<file path="config.mk">
export PLATFORM = sky130hd
export DESIGN_NAME = wb_trace_streamer
export DESIGN_NICKNAME = d
export VERILOG_FILES = /design/src/rtl/wb_trace_streamer.sv
export SDC_FILE = /design/constraint.sdc
export NUM_CORES = 1
export LEC_CHECK = 0
export CELL_PAD_IN_SITES_DETAIL_PLACEMENT = 1
export CELL_PAD_IN_SITES_GLOBAL_PLACEMENT = 2
export CORE_MARGIN = 1.5
export CORE_UTILIZATION = 44
export CTS_CLUSTER_SIZE = 14
export DETAILED_ROUTE_END_ITERATION = 8
export PLACE_DENSITY = 0.88
export REMOVE_ABC_BUFFERS = 1
export SLEW_MARGIN = 10
export SYNTH_ARGS = -nofsm -noshare
export SYNTH_HDL_FRONTEND = slang
export SYNTH_SLANG_ARGS = --single-unit
</file>
<file path="constraint.sdc">
create_clock -name clk -period 7.9 [get_ports clk]
set_clock_uncertainty 0.2 [all_clocks]
set_input_delay 1.185 -clock clk [delete_from_list [all_inputs] [get_ports clk]]
set_output_delay 1.185 -clock clk [all_outputs]
set_load 0.005 [all_outputs]
</file>
<file path="src/rtl/wb_trace_streamer.sv">
// Writeback trace port: buffers retiring {rd, data} results in a small FIFO
// and streams each one as a byte-framed packet over an 8-bit valid/ack bus.
module wb_trace_streamer #(
    parameter int DATA_W     = 16,
    parameter int DEPTH      = 4,
    parameter int TAG_EN     = 1,
    parameter int BIG_ENDIAN = 0
) (
    input  logic                     clk,
    input  logic                     rst,
    input  logic                     wb_valid,
    input  logic [4:0]               wb_rd,
    input  logic [DATA_W-1:0]        wb_data,
    output logic                     wb_ready,
    output logic [7:0]               out_byte,
    output logic                     out_strobe,
    output logic                     out_sof,
    input  logic                     out_ack,
    output logic [$clog2(DEPTH):0]   fifo_level,
    output logic                     overflow
);

    localparam int NDB = DATA_W / 8;
    localparam int PW  = $clog2(DEPTH);
    localparam int LW  = PW + 1;
    localparam int KW  = $clog2(NDB) + 1;
    localparam int EW  = 5 + DATA_W;

    typedef enum logic [1:0] {IDLE, HDR, DATA} state_t;

    state_t            state_q, state_d;
    logic [EW-1:0]     mem_q [DEPTH];
    logic [PW-1:0]     wr_ptr_q, wr_ptr_d;
    logic [PW-1:0]     rd_ptr_q, rd_ptr_d;
    logic [LW-1:0]     level_q, level_d;
    logic              overflow_q, overflow_d;
    logic [4:0]        frm_rd_q, frm_rd_d;
    logic [DATA_W-1:0] frm_data_q, frm_data_d;
    logic [KW-1:0]     k_q, k_d;

    logic              push, pop, xfer, last;
    logic [KW-1:0]     byte_idx;
    logic [DATA_W-1:0] data_shift;

    assign wb_ready   = (level_q != LW'(DEPTH));
    assign push       = wb_valid & wb_ready;
    assign xfer       = out_strobe & out_ack;
    assign last       = (state_q == DATA) && (k_q == KW'(NDB - 1));
    assign fifo_level = level_q;
    assign overflow   = overflow_q;

    // Output byte mux: everything is decoded from registered frame state, so
    // byte and sof are naturally held while the consumer stalls.
    always_comb begin
        byte_idx   = (BIG_ENDIAN != 0) ? (KW'(NDB - 1) - k_q) : k_q;
        data_shift = frm_data_q >> {byte_idx, 3'b000};
        out_strobe = (state_q != IDLE);
        out_byte   = 8'h00;
        out_sof    = 1'b0;
        case (state_q)
            HDR: begin
                out_byte = {3'b101, frm_rd_q};
                out_sof  = 1'b1;
            end
            DATA: begin
                out_byte = data_shift[7:0];
                out_sof  = (TAG_EN == 0) && (k_q == '0);
            end
            default: ;
        endcase
    end

    // Framer next state plus FIFO bookkeeping; a pop on the last byte chains
    // straight into the next frame so back-to-back frames have no gap.
    always_comb begin
        state_d    = state_q;
        k_d        = k_q;
        frm_rd_d   = frm_rd_q;
        frm_data_d = frm_data_q;
        pop        = 1'b0;
        case (state_q)
            IDLE: begin
                if (level_q != '0) pop = 1'b1;
            end
            HDR: begin
                if (xfer) begin
                    state_d = DATA;
                    k_d     = '0;
                end
            end
            DATA: begin
                if (xfer) begin
                    if (last) begin
                        if (level_q != '0) pop = 1'b1;
                        else               state_d = IDLE;
                    end else begin
                        k_d = k_q + KW'(1);
                    end
                end
            end
            default: state_d = IDLE;
        endcase
        if (pop) begin
            {frm_rd_d, frm_data_d} = mem_q[rd_ptr_q];
            k_d     = '0;
            state_d = (TAG_EN != 0) ? HDR : DATA;
        end
        wr_ptr_d   = wr_ptr_q + PW'(push);
        rd_ptr_d   = rd_ptr_q + PW'(pop);
        level_d    = level_q + LW'(push) - LW'(pop);
        // A full-FIFO drop is judged on the registered level, so a same-cycle
        // pop does not rescue it.
        overflow_d = overflow_q | (wb_valid & ~wb_ready);
    end

    // State, pointer and frame registers.
    always_ff @(posedge clk) begin
        if (rst) begin
            state_q    <= IDLE;
            wr_ptr_q   <= '0;
            rd_ptr_q   <= '0;
            level_q    <= '0;
            overflow_q <= 1'b0;
            frm_rd_q   <= '0;
            frm_data_q <= '0;
            k_q        <= '0;
        end else begin
            state_q    <= state_d;
            wr_ptr_q   <= wr_ptr_d;
            rd_ptr_q   <= rd_ptr_d;
            level_q    <= level_d;
            overflow_q <= overflow_d;
            frm_rd_q   <= frm_rd_d;
            frm_data_q <= frm_data_d;
            k_q        <= k_d;
        end
    end

    // FIFO storage; contents are don't-care until the level covers them.
    always_ff @(posedge clk) begin
        if (push) mem_q[wr_ptr_q] <= {wb_rd, wb_data};
    end

endmodule

</file>
# == Yosys cells after proc, flatten, opt, wreduce, memory -nomap -nowiden ==
# Memory sizes are Yosys's and may differ from the RTL's. A register that Yosys moved wholly into a read port is not among the register bits.
# Index checks and enable logic that the tools add are counted.
# classes
shifts,1
bitwise,6
eq_ne,14
muxes,18
add_sub_neg,5
n_reduce_logical,9
# op_table
op,n
one-hot mux 8 bit (2 select lines),1
>> shifter 16 x 5 -> 8 bit,1
"inequality test 3 bit, second input constant",5
2-to-1 mux 2 bit,7
"inequality test 2 bit, second input constant",6
AND reduction 5 bit,2
2-to-1 mux 1 bit,7
one-hot mux 2 bit (3 select lines),1
adder 2 x 1 -> 2 bit,2
"equality test 2 x 1 -> 1 bit, second input constant",2
one-hot mux 2 bit (2 select lines),1
AND reduction 4 bit,1
nonzero test 2 bit,2
adder 3 x 1 -> 3 bit,1
bitwise AND 1 bit,3
nonzero test 3 bit,1
subtractor 3 x 1 -> 3 bit,1
"adder 2 x 1 -> 2 bit, second input constant",1
"equality test 2 bit, second input constant",1
logical NOT 2 bit,1
NOT 1 bit,2
one-hot mux 1 bit (2 select lines),1
OR reduction 2 bit,1
logical AND 1 bit,1
OR 1 bit,1
# totals
n_memories,1
word_cells,61
mem_bits_rw,84
output_inout_bits,15
register_bits,12
in_bits,25
# mem_list
memory,depth,width,rd,rd_ports_with_merged_regs,write_ports,line_no,rtl
mem_q,4,21,1,1,1,32,logic [EW-1:0] mem_q [DEPTH];

# == Depth between registers and ports, before layout ==
# logic_depth
depth_word,7
ltp_mapped,14
ltp_nobuf,12

# == Worst setup path before layout ==
# OpenSTA, ideal clock, no wires.
# synth_timing
path_kind,input port to flip-flop
start,input port wb_valid
end,memory mem_q[1][0] in the netlist's numbering (enable)
setup_ns,0.430
t_arrival_ns,2.914
setup_slack_ns,4.356
required_time_ns,7.270
path_buffers,0
path_stages,2
cell_sequence,nand2_1 nor3b_1
# synth_via
elab_chain_len,3
# synth_lines
element,line_no,rtl
from (decl),11,"input logic wb_valid,"
bitwise AND 1 bit,46,assign push = wb_valid & wb_ready;
2-to-1 mux 1 bit,141,"if (push) mem_q[wr_ptr_q] <= {wb_rd, wb_data};"
2-to-1 mux 1 bit (implied by the code),141,
to (decl),32,
# No other way between the ends.

# == Worst setup path in the final report ==
# layout_timing
start,input port out_ack
end,register level_q[2] (netlist: fifo_level[2])
# layout_via
elab_chain_len,4
# layout_lines
element,line_no,rtl
from (decl),18,"input logic out_ack,"
bitwise AND 1 bit,47,assign xfer = out_strobe & out_ack;
2-to-1 mux 1 bit,92,if (xfer) begin
one-hot mux 1 bit (2 select lines),81,case (state_q)
subtractor 3 x 1 -> 3 bit,110,level_d = level_q + LW'(push) - LW'(pop);
to (signal assigned),131,level_q <= level_d;
to (decl),35,"logic [LW-1:0] level_q, level_d;"
# No other way between the ends.
# A chain may end at the register's enable or synchronous reset.

==> impl_metrics.env <==
export IMPL_outcome="complete, no violations"
export IMPL_stdcell_count=504
export IMPL_cts_root_buf="clkbuf_8"
export IMPL_synthCells=305
export IMPL_grt_pass1_wl_mm=15.4
export IMPL_worst_pin_slew_ns=1.19
export IMPL_min_from="frm_data_q[15]"
export IMPL_grt_pass1_vias=2929
export IMPL_crit_chain="clkdlybuf4s50_1, a31oi_1, or2_1, clkinv_2, ha_1, inv_1, ha_1, fa_1, xnor2_1, xnor2_1, nor2_1"
export IMPL_slew_violations=0
export IMPL_hold_buffers=0
export IMPL_cp_data_required_time_ns=8.09
export IMPL_drv_cap=0
export IMPL_post_synth_top_area_cell="edfxtp_1"
export IMPL_pin_count=40
export IMPL_start_util_pct=45.1
export IMPL_criticalPathCategory="in -> reg"
export IMPL_path_buf_inv=3
export IMPL_cp_slowest_cell="or2_1"
export IMPL_synth_async_reset_ratio_pct=0
export IMPL_numCtsBuffers=17
export IMPL_critPathTopFamily="buffers and inverters"
export IMPL_setup_tns_ns=0
export IMPL_cts_resized=0
export IMPL_p_clk_share_pct=34.7
export IMPL_pre_cts_ws_ns=3.04
export IMPL_ir_drop_mv=0.163
export IMPL_drive_gt1_share_pct=16.8
export IMPL_hold_depth=2
export IMPL_core_region_area_um2=10200
export IMPL_seqPwrFrac_pct=41.2
export IMPL_clockBufferDepth=2
export IMPL_dp_hpwl_mm=5.60
export IMPL_cts_tree="yes"
export IMPL_synth_seq_cells=117
export IMPL_clk_pin_slew_worst_paths_ns=0.06
export IMPL_synth_flop_cell="edfxtp_1"
export IMPL_internal_power_w=0.00145
export IMPL_antennaDiodeCount=0
export IMPL_timing_rr_end="fifo_level[2]"
export IMPL_vias_per_cell=5.21
export IMPL_p_sw_w=0.000599
export IMPL_synthTopCellsByArea="edfxtp_1, dfxtp_1, mux4_2, nand2_1, a21oi_1"
export IMPL_worstPathArrival_ns=4.44
export IMPL_r2r_cells=11
export IMPL_antenna_left=0
export IMPL_fin_crit_sh_pct=53.8
export IMPL_yosysUniqueCellTypes=35
export IMPL_final_util_pct=55.7
export IMPL_synthToLayoutAreaGrowth_pct=23.6
export IMPL_max_slew_margin_pct=20.6
export IMPL_synth_top_area_share_pct=54.7
export IMPL_worstReg2RegStart="byte_idx[0]"
export IMPL_finalPower_w=0.00205
export IMPL_critPathLaunchType="input pin"
export IMPL_die_area_um2=11100
export IMPL_overflow=0
export IMPL_yosysWarningCount=0
export IMPL_cts_sinks=117
export IMPL_avgSynthCellArea_um2=15.1
export IMPL_cp_max_fo=24
export IMPL_synth_common_cells="edfxtp_1, nand2_1, dfxtp_1"
export IMPL_dieWidth_um=105
export IMPL_grt_use_total_pct=19.0
export IMPL_p_leak_nw=1.92
export IMPL_power_density_nw_per_um2=359
export IMPL_worst_slack_ns=3.65
export IMPL_wire_per_inst_um=18.5
export IMPL_drc=0
export IMPL_worstHoldPathType="reg -> reg"
export IMPL_rrSetupSlack_ns=3.83
export IMPL_gp_congestion=0.733
export IMPL_portBuffers=39
export IMPL_synth_seq_area_share_pct=69.0
export IMPL_dieHeight_um=105
export IMPL_rsz0062_at_grt="no"
export IMPL_drt_iter0_drc=98
export IMPL_finalSetupViolations=0
export IMPL_comb_power_share_pct=24.1
export IMPL_wl_mm=9.30
export IMPL_clock_latency_ns=0.51
export IMPL_crit_path_end_kind="flop"
export IMPL_dp_cells=472
export IMPL_min_to="frm_data_q[15]"
export IMPL_h_tree_depth=4
export IMPL_postCtsSetupBuffers=0
export IMPL_switching_share_pct=29.2
export IMPL_nets=389
export IMPL_first_pass_iters=4
export IMPL_hold_viol=0
export IMPL_syn_cell_area_um2=4610
export IMPL_slowest_delay_ns=0.67
export IMPL_synth_edff_count=84
export IMPL_fin_crit_ns=4.25
export IMPL_fmax_ghz=0.235
export IMPL_grt_max_degree=32
export IMPL_vias=2624
export IMPL_num_rows=37
export IMPL_antenna_found_initial=0
export IMPL_yosysMostFrequentCell="edfxtp_1"
tightest hold or removal path: cells and delay by family (launching register included):
family	cells	cell delay (ns)
AOI/OAI and AO/OA	1	0.05
and+or+nand+nor	1	0.05
DFF	1	0.31
worst max path at each step:
stage | endpoint | from | cells past startpoint | slack, ns
final | fifo_level[2] | out_ack | 11 | 3.65
after CTS | fifo_level[2] | out_ack | 11 | 3.58
after detailed placement | fifo_level[2] | out_ack | 11 | 3.04
after global placement | fifo_level[2] | out_ack | 11 | 3.17
after floorplan | fifo_level[2] | out_ack | 10 | 4.18
after global routing | fifo_level[2] | out_ack | 11 | 3.33
cell families after synthesis:
logic type               synth area share (%)
AND/OR/NAND/NOR                          7.98
XOR/XNOR                                0.760
multiplexers                             12.0
buffers and inverters                    2.79
adder cells (fa/ha/maj)                  2.61
AO/OA/AOI/OAI                            4.83
flip-flops                               69.0
per-layer routing:
metal | up-vias | track usage [%] | share of wire (%)
met2 | 46 | 31.2 | 50
met4 | 0 | 8.12 | 1.4
met1 | 1337 | 23.7 | 45
met3 | 13 | 5.07 | 3.1
li1 | 1228 | - | -
met5 | - | 0 | 0
power groups by stage:
stage | logic (W) | clock network, W | registers, W
after global routing | 0.000555 | 0.000753 | 0.000858
final | 0.000494 | 0.000711 | 0.000843
after floorplan | 0.000320 | 0 | 0.000845
after detailed placement | 0.000498 | 0 | 0.000855
after CTS | 0.000507 | 0.000729 | 0.000845
after global placement | 0.000481 | 0 | 0.000848
state kept, by name, indices dropped and copies added, names as in the netlist:
signal,count
fifo_level,3
frm_rd_q,5
frm_data_q,16
state_q,2
byte_idx,2
wr_ptr_q,2
rd_ptr_q,2
overflow,1
mem_q,84
layout by cell type (no fill, tap or decap), drive strengths merged:
master         count
a21oi             24
a22oi              1
a2bb2oi            1
a31oi              2
and2               5
and2b              1
and3               1
buf                6
bufinv             2
clkbuf            19
clkdlybuf4s50     39
clkinv            10
clkinvlp           2
dfxtp             33
edfxtp            84
fa                 1
ha                 8
inv                9
mux2i              8
mux4              21
nand2             51
nand2b             2
nor2              12
nor2b              4
nor3               2
nor3b              2
nor4b              1
o21a               2
o21ai              6
o21bai             1
o31ai              1
o32a               1
or2                1
or3b               1
xnor2              4
per-stage QoR:
| stage | hold slack [ns] | cell area [um^2] |
|---|---|---|
| 2_1_floorplan | 0.230 | 4520 |
| 3_3_place_gp | 0.244 | 5140 |
| 3_5_place_dp | 0.249 | 5140 |
| 4_1_cts | 0.260 | 5700 |
| 5_1_grt | 0.277 | 5700 |
| 6_report | 0.257 | 5700 |
final cells by class:
type	instances	area, um^2
clock buffers	19	422
clock inverters	13	135
fillers	989	4530
inverters	10	38.8
multi-input cells	164	1310
flip-flops and latches	117	3180
well taps	136	170
repair buffers	45	435
Note: power is estimated with default switching activity, not from simulation.
